`config.mk`:
```
export PLATFORM = sky130hd
export DESIGN_NAME = ahb_slave_pipe
export DESIGN_NICKNAME = d
export VERILOG_FILES = /design/src/rtl/ahb_apb_pkg.sv /design/src/rtl/ahb_addr_decode.sv /design/src/rtl/ahb_slave_pipe.sv
export SDC_FILE = /design/constraint.sdc
export NUM_CORES = 1
export LEC_CHECK = 0
export ABC_AREA = 1
export CAP_MARGIN = 15
export CORE_UTILIZATION = 42
export DETAILED_ROUTE_END_ITERATION = 7
export GPL_TIMING_DRIVEN = 1
export PLACE_DENSITY_LB_ADDON = 0.15
export SYNTH_ARGS = -nofsm -noshare
export SYNTH_HDL_FRONTEND = slang
export SYNTH_HIERARCHICAL = 1
export SYNTH_SLANG_ARGS = --single-unit
```
`constraint.sdc`:
```
create_clock -name HCLK -period 1.17 [get_ports HCLK]
set_clock_uncertainty 0.1 [all_clocks]
set_input_delay 0.117 -clock HCLK [delete_from_list [all_inputs] [get_ports HCLK]]
set_output_delay 0.117 -clock HCLK [all_outputs]
set_load 0.01 [all_outputs]
```
`src/rtl/ahb_apb_pkg.sv`:
```
// Shared AHB/APB bridge definitions.
// Transfer encodings, response codes, memory map defaults, error states.
package ahb_apb_pkg;

    localparam logic [1:0] HTRANS_IDLE   = 2'b00;
    localparam logic [1:0] HTRANS_BUSY   = 2'b01;
    localparam logic [1:0] HTRANS_NONSEQ = 2'b10;
    localparam logic [1:0] HTRANS_SEQ    = 2'b11;

    localparam logic HRESP_OKAY  = 1'b0;
    localparam logic HRESP_ERROR = 1'b1;

    localparam logic [31:0] ADDR_BASE_DEF = 32'h8000_0000;
    localparam int          SLOT_BITS_DEF = 26;

    typedef enum logic [1:0] {
        E_IDLE = 2'd0,
        E_ERR1 = 2'd1,
        E_ERR2 = 2'd2
    } err_state_e;

endpackage

```
`src/rtl/ahb_addr_decode.sv`:
```
// APB window decoder.
// Flags legal transfers and yields a one-hot slot select.
module ahb_addr_decode
    import ahb_apb_pkg::*;
#(
    parameter logic [31:0] ADDR_BASE = ADDR_BASE_DEF,
    parameter int          SLOT_BITS = SLOT_BITS_DEF
) (
    input  logic [31:0] haddr,
    input  logic [2:0]  hsize,
    output logic        legal,
    output logic [3:0]  slot_oh
);

    logic in_win;
    logic size_ok;
    logic align_ok;
    logic unused_addr;

    assign unused_addr = ^haddr[SLOT_BITS-1:2];

    assign in_win  = haddr[31:SLOT_BITS+2] == ADDR_BASE[31:SLOT_BITS+2];
    assign size_ok = hsize <= 3'b010;

    // Alignment depends on transfer size; oversize is caught by size_ok.
    always_comb begin
        align_ok = 1'b1;
        unique case (hsize)
            3'b001:  align_ok = ~haddr[0];
            3'b010:  align_ok = haddr[1:0] == 2'b00;
            default: align_ok = 1'b1;
        endcase
    end

    assign legal   = in_win && size_ok && align_ok;
    assign slot_oh = 4'b0001 << haddr[SLOT_BITS+1:SLOT_BITS];

endmodule

```
`src/rtl/ahb_slave_pipe.sv`:
```
// AHB-Lite slave front end for the AHB-to-APB bridge.
// Qualifies transfers, pipelines address/data, owns ERROR response.
module ahb_slave_pipe
    import ahb_apb_pkg::*;
#(
    parameter logic [31:0] ADDR_BASE = ADDR_BASE_DEF,
    parameter int          SLOT_BITS = SLOT_BITS_DEF
) (
    input  logic        HCLK,
    input  logic        HRESETn,
    input  logic [31:0] HADDR,
    input  logic [31:0] HWDATA,
    input  logic        HWRITE,
    input  logic [1:0]  HTRANS,
    input  logic [2:0]  HSIZE,
    input  logic        HREADYIN,
    input  logic        BRIDGE_HREADY,
    output logic        VALID,
    output logic        HWRITEREG,
    output logic [31:0] PIPELINE_HADDR_TEMP,
    output logic [31:0] PIPELINE_HADDR,
    output logic [31:0] PIPELINE_HWDATA,
    output logic [3:0]  HSEL,
    output logic        HREADYOUT,
    output logic        HRESP
);

    logic       act;
    logic       legal;
    logic [3:0] slot_oh;
    logic       unused_trans;
    err_state_e err_state;

    assign unused_trans = HTRANS[0];

    ahb_addr_decode #(
        .ADDR_BASE (ADDR_BASE),
        .SLOT_BITS (SLOT_BITS)
    ) u_decode (
        .haddr   (HADDR),
        .hsize   (HSIZE),
        .legal   (legal),
        .slot_oh (slot_oh)
    );

    assign act   = HREADYIN && HTRANS[1];
    assign VALID = act && legal && (err_state == E_IDLE);

    // Address/control pipeline advances only while the bus is ready.
    always_ff @(posedge HCLK or negedge HRESETn) begin
        if (!HRESETn) begin
            HSEL                <= 4'b0000;
            PIPELINE_HADDR_TEMP <= 32'h0;
            PIPELINE_HADDR      <= 32'h0;
            PIPELINE_HWDATA     <= 32'h0;
            HWRITEREG           <= 1'b0;
        end else if (HREADYIN) begin
            HSEL                <= VALID ? slot_oh : 4'b0000;
            PIPELINE_HADDR_TEMP <= HADDR;
            PIPELINE_HADDR      <= PIPELINE_HADDR_TEMP;
            PIPELINE_HWDATA     <= HWDATA;
            HWRITEREG           <= HWRITE;
        end
    end

    // Two-cycle ERROR sequencer; ERR2 may chain into a new error.
    always_ff @(posedge HCLK or negedge HRESETn) begin
        if (!HRESETn) begin
            err_state <= E_IDLE;
        end else begin
            unique case (err_state)
                E_IDLE:  err_state <= (act && !legal) ? E_ERR1 : E_IDLE;
                E_ERR1:  err_state <= E_ERR2;
                E_ERR2:  err_state <= (act && !legal) ? E_ERR1 : E_IDLE;
                default: err_state <= E_IDLE;
            endcase
        end
    end

    // Response toward the master follows the error state.
    always_comb begin
        HREADYOUT = BRIDGE_HREADY;
        HRESP     = HRESP_OKAY;
        unique case (err_state)
            E_ERR1: begin
                HREADYOUT = 1'b0;
                HRESP     = HRESP_ERROR;
            end
            E_ERR2: begin
                HREADYOUT = 1'b1;
                HRESP     = HRESP_ERROR;
            end
            default: begin
                HREADYOUT = BRIDGE_HREADY;
                HRESP     = HRESP_OKAY;
            end
        endcase
    end

endmodule
```
Word level (Yosys, flattened, before mapping)
Index checks and enable logic that the tools add are counted.
{ "word_totals": {"regBits": 103, "out_inout_bits": 104, "inputBits": 74, "word_cells": 31} }
{ "classes": {"reduce_logical": 11, "eq_ne": 5, "n_mux": 6, "n_bitwise": 1, "shift": 1, "magnitude_cmp": 1} }
{ "ops": {"columns": ["operator", "count"], "rows": [
  ["$logic_and A1 B1 Y1", 6],
  ["$eq A4 B4 Y1 const B", 1],
  ["$logic_not A2 Y1", 2],
  ["$mux W4", 1],
  ["$pmux W1 S2", 2],
  ["$pmux W2 S2", 1],
  ["$reduce_or A2 Y1", 2],
  ["$shl A1 B2 Y4 const A", 1],
  ["$eq A3 B1 Y1 const B", 1],
  ["$eq A3 B2 Y1 const B", 1],
  ["$le A3 B2 Y1 const B", 1],
  ["$eq A2 B1 Y1 const B", 1],
  ["$eq A2 B2 Y1 const B", 1],
  ["$mux W1", 2],
  ["$logic_not A1 Y1", 1],
  ["$not A1 Y1", 1]
]} }

Logic depth before layout (Yosys ltp)
Gate-level depths: netlist of the first run.
{ "depth": {"ltp_word": 7, "mapped_depth": 8, "ltp_nobuf": 8} }

By module
The synthesis of the first run kept the hierarchy.
{ "by_module_without_submodules": {"columns": ["module", "area_per_inst_um2", "seq_area_each_um2", "cells_per_inst", "n_inst"], "rows": [
  ["ahb_slave_pipe", 3950.0, 2577.5, 433, 1],
  ["ahb_addr_decode", 66.3, 0.0, 16, 1]
]} }

Worst setup path after synthesis of the first run
Ideal clock, no wire load.
{ "synth_timing": {"kind": "reg2out", "from": "register err_state[0]", "to": "output port HREADYOUT", "t_arrival_ns": 1.066, "path_buffers": 0, "t_required_ns": 0.953, "slack_ns": -0.113, "stages_incl_launch_ff": 4, "cell_sequence": "dfrtp_1 -> inv_1 -> ha_1 -> o21ai_0"} }
{ "synth_via": {"elab_chain_cells": 2, "elab_cells_between_ends": 3, "cone_classes": "eq/ne: 2; mux: 1"} }
{ "synth_lines": {"columns": ["item", "line", "text"], "rows": [
  ["from (decl)", "ahb_slave_pipe.sv:32", "err_state_e err_state;"],
  ["from (signal assigned)", "ahb_slave_pipe.sv:72", "E_IDLE: err_state <= (act && !legal) ? E_ERR1 : E_IDLE;"],
  ["from (signal assigned)", "ahb_slave_pipe.sv:74", "E_ERR2: err_state <= (act && !legal) ? E_ERR1 : E_IDLE;"],
  ["$eq A2 B2 Y1 or $eq A2 B1 Y1 (tied branches)", "ahb_slave_pipe.sv:84", "unique case (err_state)"],
  ["$pmux W1 S2 *", "ahb_slave_pipe.sv:84", null],
  ["to (decl)", "ahb_slave_pipe.sv:24", "output logic HREADYOUT,"]
]} }
Every way passes the cells marked *; elsewhere a longest branch is shown, timed or not.

Worst setup path in the final report of the first run
Same ends and word-level chain as after synthesis.

==> results of run 1 <==
-- worst register-to-register path, delay by kind of cell, from the launching register on --
family | cells | cell delay (ns)
flops | 1 | 0.40
buf+inv | 2 | 0.27
fa+ha+maj | 1 | 0.19
simple gates | 2 | 0.21
-- routing by layer --
layer | vias up | track usage
li1 | 1790 | -
met1 | 1620 | 0.281
met2 | 111 | 0.315
met3 | 14 | 0.0592
met4 | 0 | 0.0769
met5 | - | 0
-- sequential cells by signal (all words and copies together), names as in the netlist --
signal and flops:
PIPELINE_HWDATA 32, HSEL 4, PIPELINE_HADDR_TEMP 32, err_state 2
PIPELINE_HADDR 32, HWRITEREG 1
-- cell type report --
type	count	area [um2]	area share
clock inverter	4	77.6	0.0128
tap	129	161	0.0266
clock buffer	12	155	0.0256
timing repair buffer	234	1750	0.288
multi-input combinational	303	1270	0.209
sequential	103	2580	0.425
inverter	21	78.8	0.0130
-- power by group --
| group | switching, mW | leakage, nW | internal (mW) |
|---|---|---|---|
| Combinational | 0.813 | 1.98 | 0.807 |
| Clock | 1.16 | 0.117 | 1.33 |
| Sequential | 0.161 | 1.27 | 3.88 |
-- final timing paths --
kind / startpoint / slack (ns) / depth (start not counted) / endpoint
max: err_state[0] / -0.34 / 5 / HREADYOUT
min: HREADYIN / 0.11 / 4 / PIPELINE_HADDR_TEMP[23]
max reg2reg: err_state[0] / -0.05 / 5 / err_state[0]
min reg2reg: PIPELINE_HADDR[14] / 0.37 / 2 / PIPELINE_HADDR[14]
max in group asynchronous: HRESETn / 0.49 / 3 / err_state[0]
min in group asynchronous: HRESETn / 0.17 / 3 / PIPELINE_HADDR[26]
-- cells by family after synthesis --
group                    after synthesis  synth area share
AND/OR/NAND/NOR                      272             0.256
flip-flops                           103             0.642
buffers and inverters                 43            0.0558
AO/OA/AOI/OAI                         27            0.0336
adder cells (fa/ha/maj)                4            0.0125
-- cells in the final DEF (no fill, tap or decap), drive strengths merged, types with 2 or more instances in the layout --
cell type	instances
nand2	260
bufinv	2
dlygate4sd3	2
inv	21
nor2	10
clkinv	2
buf	162
dfrtp	103
ha	4
clkbuf	12
o21ai	27
clkdlybuf4s50	69
-- through the flow --
stage | utilization | hold WS [ns]
finish | 0.656 | 0.109
global placement | 0.646 | 0.0262
detailed placement | 0.646 | 0.0217
floorplan | - | -0.279
CTS | 0.649 | 0.0950
global route | 0.656 | 0.107
-- what timing repair did --
item,in CTS,in global routing
hold buffers,1,1
endpoints found under the hold margin,103,1
buffers inserted,37,4
endpoints found under the setup margin,109,10
pin swaps,5,2
gates resized for setup,424,8
==> metrics.md, run 1 <==
| Metric | Value |
|---|---|
| Status | complete, but fails checks |
| Failing checks | setup timing |
| Core Area | 0.00924 mm2 |
| Flops & latches, synth | 103 |
| Residual DRC | 0 |
| Vias in the first global route | 3,398 |
| Vias | 3,535 |
| Largest stage delay on the critical path | around 0.37 ns |
| Slowest CP cell | dfrtp_1 |
| Critical-path cell list | inv_2 -> ha_4 -> nand2_2 -> o21ai_2 -> buf_2 |
| VDD IR max | 0.800 mV |
| TritonCTS clock tree | yes |
| Setup crit end kind | output port |
| CP startpoint kind | register |
| Top-area cell type share of the netlist area | 0.642 |
| Drt pass-1 iters | 4 |
| First-pass GRT wire length | between 15,000 and 20,000 um |
| Max_slew headroom | 0.789 |
| Finished Cell Area | 0.00607 mm2 |
| Final nets | 750 |
| Area grow syn2layout | 51.0% |
| Data arrival, critical path | 1.29 ns |
| IO Port Bufs | between 150 and 200 |
| Worst hold-check path type | primary input to register |
| Final hold violation count | 0 |
| Post-synth EDFFs | 0 |
| Die ar. | 0.00996 mm2 |
| DR WL met2 | ~4500 um |
| Max FO, Critical Path | 3 |
| Total GRT Usage | 0.206 |
| Synth area leaders | dfrtp_1 (64%), nand2_1 (24%), inv_1 (1.9%), o21ai_1 (1.7%), buf_4 (1.7%) |
| Avg Cell Area, Syn | 8.95 um2 |
| Post-route ant nets | 0 |
| Clock buffer count from CTS | 9 |
| Global route overflow | 0 |
| Min Tclk post-route | 1.51 ns |
| Max clock buf depth | 2 |
| Post-synthesis async set-or-reset flop share | 1.00 |
| Critical path class | register to output port |
| Worst skew pair latency | 0.35 ns |
| Leakage | around 3.4 nW |
| Largest net degree at the start of global routing | 72 |
| DP Cell Count | ~750 |
| Cell variety after synth | 15 |
| Post-layout instance count excluding filler cells | around 810 |
| Top delay family on crit path | flip-flops |
| Initial antenna violation count | 0 |
| Setup TNS | -0.946 ns |
| Pre-CTS WS | -0.708 ns |
| Routability cong. | roughly 0.75 |
| Yosys warnings | 6 |
| Worst endpoint required time | 0.95 ns |
| Share of layout cells above drive strength 1 | 0.282 |
| Metal-1 WL | 4600 um |
| Post-synth top cells | nand2_1 (260), dfrtp_1 (103), inv_1 (20) |
| Post-route setup slack | -0.340 ns |
| # rows | 35 |
| Die width | 99.8 um |
| Power Density | between 1000 and 1500 mW/mm2 |
| Seq/Total Area, Yosys | 0.642 |
| Ant. Diodes | 0 |
| Routed len/inst | 12.4 um |
| Final wirelength | roughly 10000 um |
| Count leader, synth | nand2_1 |
| Period utilization | 1.29 |
| Ports | 178 |
| Clk sink count | 103 |
| Fillers | 822 |
| Die Y | 99.8 um |
| Bufs and invs on worst path | 2 |
| Mapped Cells | around 450 |
| Post-place instance area | 0.00597 mm2 |
| Worst Tran Pin Value | 0.316 ns |
| H-tree Lvls | 3 |
| Yosys top cell by area | dfrtp_1 |
| Post-Syn Area | between 0.004 and 0.005 mm2 |
| WL met3 | 692 um |
| Starting Density | 0.435 |
| Ys flop type | dfrtp_1 |
| Final max-slew violation count | 0 |
| Pwr Total | 8.16 mW |
| DR vias/cell | 4.39 |
| Syn Nets | roughly 530 |
| Clock root buffer | clkbuf_8 |
| Final setup vio count | 4 |
| Initial DRC Count | 195 |
| Unrepaired setup endpoints after global routing | yes |
| Clock slew at reported path FFs | 0.09 ns |
| DR top layer | met4 |
| Maxcap violations | 0 |
| Max frequency | 0.662 GHz |
| Detailed Place HPWL | 6620 um |
Power figures use the tool's default switching activity.
==> inputs of run 2 (changes only) <==
- SETUP_SLACK_MARGIN: default -> 0.15
==> run 2 against run 1 <==
- the flow still finishes with violations (setup timing)
- wire length up 7.0%
- total power is 1.2% higher
- setup slack got worse by 0.043 ns
- hold slack worse by 0.0062 ns
- combinational power rose by 13%
- global-route usage up 0.57 points
- first-iteration DRC count shrank 32%
- final cell count up 1.9%
- critical path type unchanged
- highest routed layer unchanged
==> metrics.md, run 2 (synthesis gave the netlist of run 1 again) <==
| Metric | Value |
|---|---|
| Status | complete, but fails checks |
| Failing checks | setup timing |
| Clock slew at reported path FFs | 0.10 ns (about the same) |
| Worst endpoint required time | 0.95 ns (about the same) |
| Maxcap violations | 0 (unchanged) |
| Final wirelength | 10,700 um (+7.0%) |
| Post-place instance area | 0.00601 mm2 (+0.71%) |
| Seq pwr share | 0.494 (-0.002) |
| Psw | 2.27 mW (+6.1%) |
| Power Density | 1290 mW/mm2 (-4.1%) |
| Leakage | 3.48 nW (+3.5%) |
| Vias in the first global route | 3,480 (+2.4%) |
| Ports | 178 (unchanged) |
| Routability cong. | 0.812 (+8.0%) |
| Clk sink count | 103 (unchanged) |
| Post-route ant nets | 0 (unchanged) |
| Drt pass-1 iters | 4 (unchanged) |
| Initial antenna violation count | 0 (unchanged) |
| Finished Cell Area | 0.00640 mm2 (+5.5%) |
| Max frequency | 0.644 GHz (-2.8%) |
| Final setup vio count | 7 (+3) |
| First-pass GRT wire length | 16,500 um (+2.8%) |
| CP startpoint kind | register |
| VDD IR max | 0.631 mV (-21%) |
| # rows | 35 (unchanged) |
| Area grow syn2layout | 59.3% |
| P_int | 5.99 mW (-0.55%) |
| Most frequent cells in the layout | nand2_1 (257), dfrtp_1 (103), buf_2 (74) |
| Pre-CTS WS | -0.825 ns (-0.117 ns) |
| Fillers | 761 (-7.4%) |
| Detailed Place HPWL | 7120 um (+7.6%) |
| Commonest non-fill, non-tap cell in the layout | nand2_1 |
| Largest stage delay on the critical path | 0.39 ns (+0.02 ns) |
| Clock root buffer | clkbuf_8 |
| Top flop regs | PIPELINE_HADDR x32, PIPELINE_HADDR_TEMP x32, PIPELINE_HWDATA x32 |
| Data arrival, critical path | 1.34 ns (+0.05 ns) |
| Final hold violation count | 0 (unchanged) |
| Core Area | 0.00924 mm2 (unchanged) |
| Post-layout util | 0.692 (+0.0359) |
| Residual DRC | 0 (unchanged) |
| Final nets | 765 (+2.0%) |
| Max_slew headroom | 0.765 (-0.0247) |
| Unrepaired setup endpoints after global routing | yes |
| Die Y | 99.8 um (unchanged) |
| Die ar. | 0.00996 mm2 (unchanged) |
| DR vias/cell | 4.48 (+2.0%) |
| Setup TNS | -1.20 ns (-0.254 ns) |
| Sequential cell area | 0.00258 mm2 (unchanged) |
| Final max-slew violation count | 0 (unchanged) |
| Min Tclk post-route | 1.55 ns (+0.0433 ns) |
| Initial DRC Count | 133 (-32%) |
| TritonCTS clock tree | yes |
| Comb pwr share | 0.221 (+0.022) |
| Setup crit end kind | output port |
| Largest net degree at the start of global routing | 51 (-29%) |
| Max clock buf depth | 2 (unchanged) |
| Die width | 99.8 um (unchanged) |
| Global route overflow | 0 (unchanged) |
| Worst Tran Pin Value | 0.353 ns (+0.0370 ns) |
| Slowest CP cell | dfrtp_1 |
| Clock buffer count from CTS | 9 (unchanged) |
| Period utilization | 1.33 (+0.0370) |
| H-tree Lvls | 3 (unchanged) |
| Share of layout cells above drive strength 1 | 0.302 (+0.0199) |
| Critical path class | register to output port |
| Worst hold-check path type | primary input to register |
| Total GRT Usage | 0.212 (+0.00571) |
| Max FO, Critical Path | 3 (unchanged) |
| Routed len/inst | 13.0 um (+5.0%) |
| Critical-path cell list | inv_2 -> ha_4 -> nand2_2 -> o21ai_2 -> buf_2 |
| Vias | 3,674 (+3.9%) |
| Post-route setup slack | -0.383 ns (-0.0433 ns) |
| Worst skew pair latency | 0.35 ns (about the same) |
| Area of the multi-input gates | 0.00130 mm2 (+2.2%) |
| Ant. Diodes | 0 (unchanged) |
| Starting Density | 0.435 (unchanged) |
| IO Port Bufs | 176 (unchanged) |
| Clock network power share | 0.285 (-0.021) |
| Sw frac | 0.275 (+0.0126) |
run 2: cell type report:
type | instances | share of cell area
Sequential cell | 103 | 0.403
Timing Repair Buffer | 249 | 0.323
Multi-Input combinational cell | 303 | 0.203
Tap cell | 129 | 0.0252
Clock buffer | 11 | 0.0237
Inverter | 21 | 0.0123
Clock inverter | 5 | 0.00997
run 2: final timing paths:
path / startpoint / end / slack [ns] / cells after the start
setup / recovery: err_state[0] / HREADYOUT / -0.38 / 5
hold / removal: HREADYIN / PIPELINE_HWDATA[8] / 0.10 / 4
setup reg to reg: err_state[1] / err_state[0] / -0.15 / 6
hold reg to reg: PIPELINE_HADDR[14] / PIPELINE_HADDR[14] / 0.38 / 2
max in group asynchronous: HRESETn / PIPELINE_HADDR[1] / 0.34 / 3
min in group asynchronous: HRESETn / HSEL[3] / 0.11 / 2
run 2: power groups by stage:
stage / clock network [mW] / registers [mW] / logic (mW)
6_report: 2.35 / 4.08 / 1.83
5_1_grt: 2.55 / 4.11 / 2.00
4_1_cts: 2.41 / 4.06 / 1.67
3_5_place_dp: 0 / 4.14 / 1.77
3_3_place_gp: 0 / 4.13 / 1.73
2_1_floorplan: 0 / 4.29 / 0.443
run 2: timing repair:
action	CTS	global route
pin swaps	3	6
endpoints found under the setup margin	109	109
hold endpoints to repair	103	1
buffers inserted	31	22
gates cloned	0	0
gates resized for setup	438	31
hold buffers	1	1
run 2: routing by layer:
layer	up-vias	GRT usage	routed length, um
met1	1696	0.278	4620
met4	0	0.0747	159
li1	1828	-	-
met2	136	0.345	5160
met5	-	0	0
met3	14	0.0508	752
run 2: critical path: cells and delay by family, from the launching register on:
family / cells / cell delay [ns]
DFF: 1 / 0.39
and+or+nand+nor: 1 / 0.05
adders and majority gates: 1 / 0.28
AOI/OAI and AO/OA: 1 / 0.04
buffers and inverters: 2 / 0.21
run 2: through the flow:
stage                     power (mW)  hold slack (ns)  instances
after detailed placement        5.91          -0.0496        750
after floorplan                 4.74           -0.279        449
after CTS                       8.14           0.0844        798
final                           8.26            0.103        821
after global placement          5.86          -0.0583        750
after global routing            8.66            0.100        821
==> inputs of run 3 (changes only) <==
- PLACE_DENSITY_LB_ADDON: 0.15 -> 0.05
- SLEW_MARGIN: default -> 20
- TNS_END_PERCENT: default -> 5
==> run 3 against run 2 <==
- the run still ends with setup timing left
- final cell count fell by 6.1%
- non-clock buffer count fell by 50
- critical path depth did not move
- clock power fell by 5%
- die area did not move
- register-to-register slack improved by 0.14 ns
- maximum frequency rose by 1.5%
- hold slack got worse by 0.012 ns
- highest routed layer is now met5
- count of clock-buffer cells in the layout rose by 1
==> metrics.md, run 3 (synthesis gave the netlist of run 1 again) <==
| Metric | Value |
|---|---|
| Commonest non-fill, non-tap cell in the layout | nand2_1 |
| Maxcap violations | 0 (unchanged) |
| IO Port Bufs | 176 (unchanged) |
| Setup crit end kind | output port |
| Finished Cell Area | 0.00604 mm2 (-5.7%) |
| Pre-CTS WS | -0.806 ns (+0.0187 ns) |
| Initial DRC Count | 103 (-23%) |
| Min Tclk post-route | 1.53 ns (-0.0228 ns) |
| Slowest CP cell | dfrtp_1 |
| Status | complete, but fails checks |
| Final max-slew violation count | 0 (unchanged) |
| Most frequent cells in the layout | nand2_1 (256), dfrtp_1 (103), clkdlybuf4s50_1 (69) |
| Power Density | 1310 mW/mm2 (+1.9%) |
| Max FO, Critical Path | 2 (-1) |
| Clock root buffer | clkbuf_8 |
| Final hold violation count | 0 (unchanged) |
| DP Cell Count | 748 (-0.27%) |
| Unrepaired setup endpoints after global routing | yes |
| Reg2Reg Depth | 5 (-1) |
| Largest net degree at the start of global routing | 76 (+49%) |
| # rows | 35 (unchanged) |
| Top flop regs | PIPELINE_HADDR x32, PIPELINE_HADDR_TEMP x32, PIPELINE_HWDATA x32 |
| Max clock buf depth | 2 (unchanged) |
| Bufs and invs on worst path | 2 (unchanged) |
| Die width | 99.8 um (unchanged) |
| Period utilization | 1.31 (-0.0195) |
| H-tree Lvls | 3 (unchanged) |
| Leakage | 3.24 nW (-7.0%) |
| Top delay family on crit path | flip-flops |
| VDD IR max | 0.813 mV (+29%) |
| Worst Tran Pin Value | 0.314 ns (-0.0394 ns) |
| Reg2reg start | err_state[0] |
| Critical-path cell list | buf_4 -> ha_2 -> nand2_2 -> o21ai_2 -> buf_2 |
| DR vias/cell | 4.44 (-0.73%) |
| Largest stage delay on the critical path | 0.40 ns (about the same) |
| Vias in the first global route | 3,278 (-5.8%) |
| Worst skew pair latency | 0.35 ns (about the same) |
| Ant. Diodes | 0 (unchanged) |
| Starting Density | 0.435 (unchanged) |
| Final setup vio count | 4 (-3) |
| Clock slew at reported path FFs | 0.09 ns (about the same) |
| CP startpoint kind | register |
| Routability cong. | 0.765 (-5.8%) |
| Ports | 178 (unchanged) |
| First-pass GRT wire length | 15,800 um (-4.2%) |
| Post-route setup slack | -0.361 ns (+0.0228 ns) |
| Failing checks | setup timing |
| Final wirelength | 9990 um (-6.5%) |
| Area grow syn2layout | 50.3% |
| Post-layout instance count excluding filler cells | 771 (-6.1%) |
| Worst hold-check path type | primary input to asynchronous set/reset pin |
| Worst R2R End | err_state[0] |
| Max frequency | 0.653 GHz (+1.5%) |
| Die ar. | 0.00996 mm2 (unchanged) |
| Fin Hold WS | 0.0914 ns (-0.0117 ns) |
| Worst endpoint required time | 0.95 ns (about the same) |
| Drt pass-1 iters | 4 (unchanged) |
| Vias | 3,425 (-6.8%) |
| Global route overflow | 0 (unchanged) |
| Initial antenna violation count | 1 (+1) |
| Die Y | 99.8 um (unchanged) |
| Detailed Place HPWL | 6980 um (-2.0%) |
| Reg2Reg Setup Slack | -0.01 ns (+0.14 ns) |
| TritonCTS clock tree | yes |
| Final nets | 715 (-6.5%) |
| Share of layout cells above drive strength 1 | 0.241 (-0.0606) |
| Data arrival, critical path | 1.31 ns (-0.03 ns) |
| Max_slew headroom | 0.791 (+0.0263) |
| Critical path class | register to output port |
| Routed len/inst | 13.0 um (-0.47%) |
| Post-place instance area | 0.00602 mm2 (+0.17%) |
| Total GRT Usage | 0.204 (-0.00794) |
| Clock buffer count from CTS | 9 (unchanged) |
| Residual DRC | 0 (unchanged) |
| Clk sink count | 103 (unchanged) |
| Core Area | 0.00924 mm2 (unchanged) |
| Post-route ant nets | 0 (unchanged) |
-- run 3: where the power goes --
part           total, mW  internal (mW)  switching (mW)  leakage [nW]
clock               2.23           1.06            1.17        0.0968
combinational       1.61          0.841           0.772          1.87
sequential          4.09           3.89           0.207          1.27
total               7.94           5.79            2.15          3.24
-- run 3: cell type report --
type                            instances  area, um2
Fill cell                             801       3200
Clock inverter                          4       55.1
Multi-Input combinational cell        303       1270
Tap cell                              129        161
Timing Repair Buffer                  199       1740
Inverter                               21       78.8
Sequential cell                       103       2580
Clock buffer                           12        145
-- run 3: per-stage QoR --
step                utilization  power [mW]  setup TNS [ns]
global route              0.653        8.37           -1.41
detailed placement        0.651        5.92           -3.48
CTS                       0.637        7.93          -0.955
finish                    0.653        7.94           -1.01
floorplan                     -        4.74               0
global placement          0.651        5.88           -3.40
-- run 3: worst max path at each step --
stage | slack, ns | endpoint | start | cells after the start
detailed placement | -0.81 | VALID | HADDR[31] | 8
CTS | -0.37 | HREADYOUT | err_state[1] | 5
global placement | -0.80 | VALID | HADDR[31] | 8
global route | -0.43 | HREADYOUT | err_state[1] | 5
floorplan | 0.08 | HSEL[0] | err_state[1] | 6
finish | -0.36 | HREADYOUT | err_state[1] | 5
-- run 3: what timing repair did --
action	in CTS	in global routing
endpoints found under the setup margin	109	110
endpoints found under the hold margin	103	1
gates resized for setup	444	23
buffers inserted	3	2
pin swaps	3	6
hold buffers	1	1
-- run 3: routing by layer --
metal	part of all wire	vias to the layer above	GRT usage
met5	0.0011	-	0
met2	0.47	117	0.331
met3	0.083	12	0.0794
met4	0.014	2	0.0577
met1	0.43	1574	0.254
li1	-	1720	-
-- run 3: worst reg2reg max path, delay by kind of cell, from the launching register on --
| family | cells | cell delay [ns] |
|---|---|---|
| flip-flops | 1 | 0.40 |
| buffers and inverters | 2 | 0.25 |
| AND/OR/NAND/NOR | 2 | 0.19 |
| adder cells (fa/ha/maj) | 1 | 0.18 |
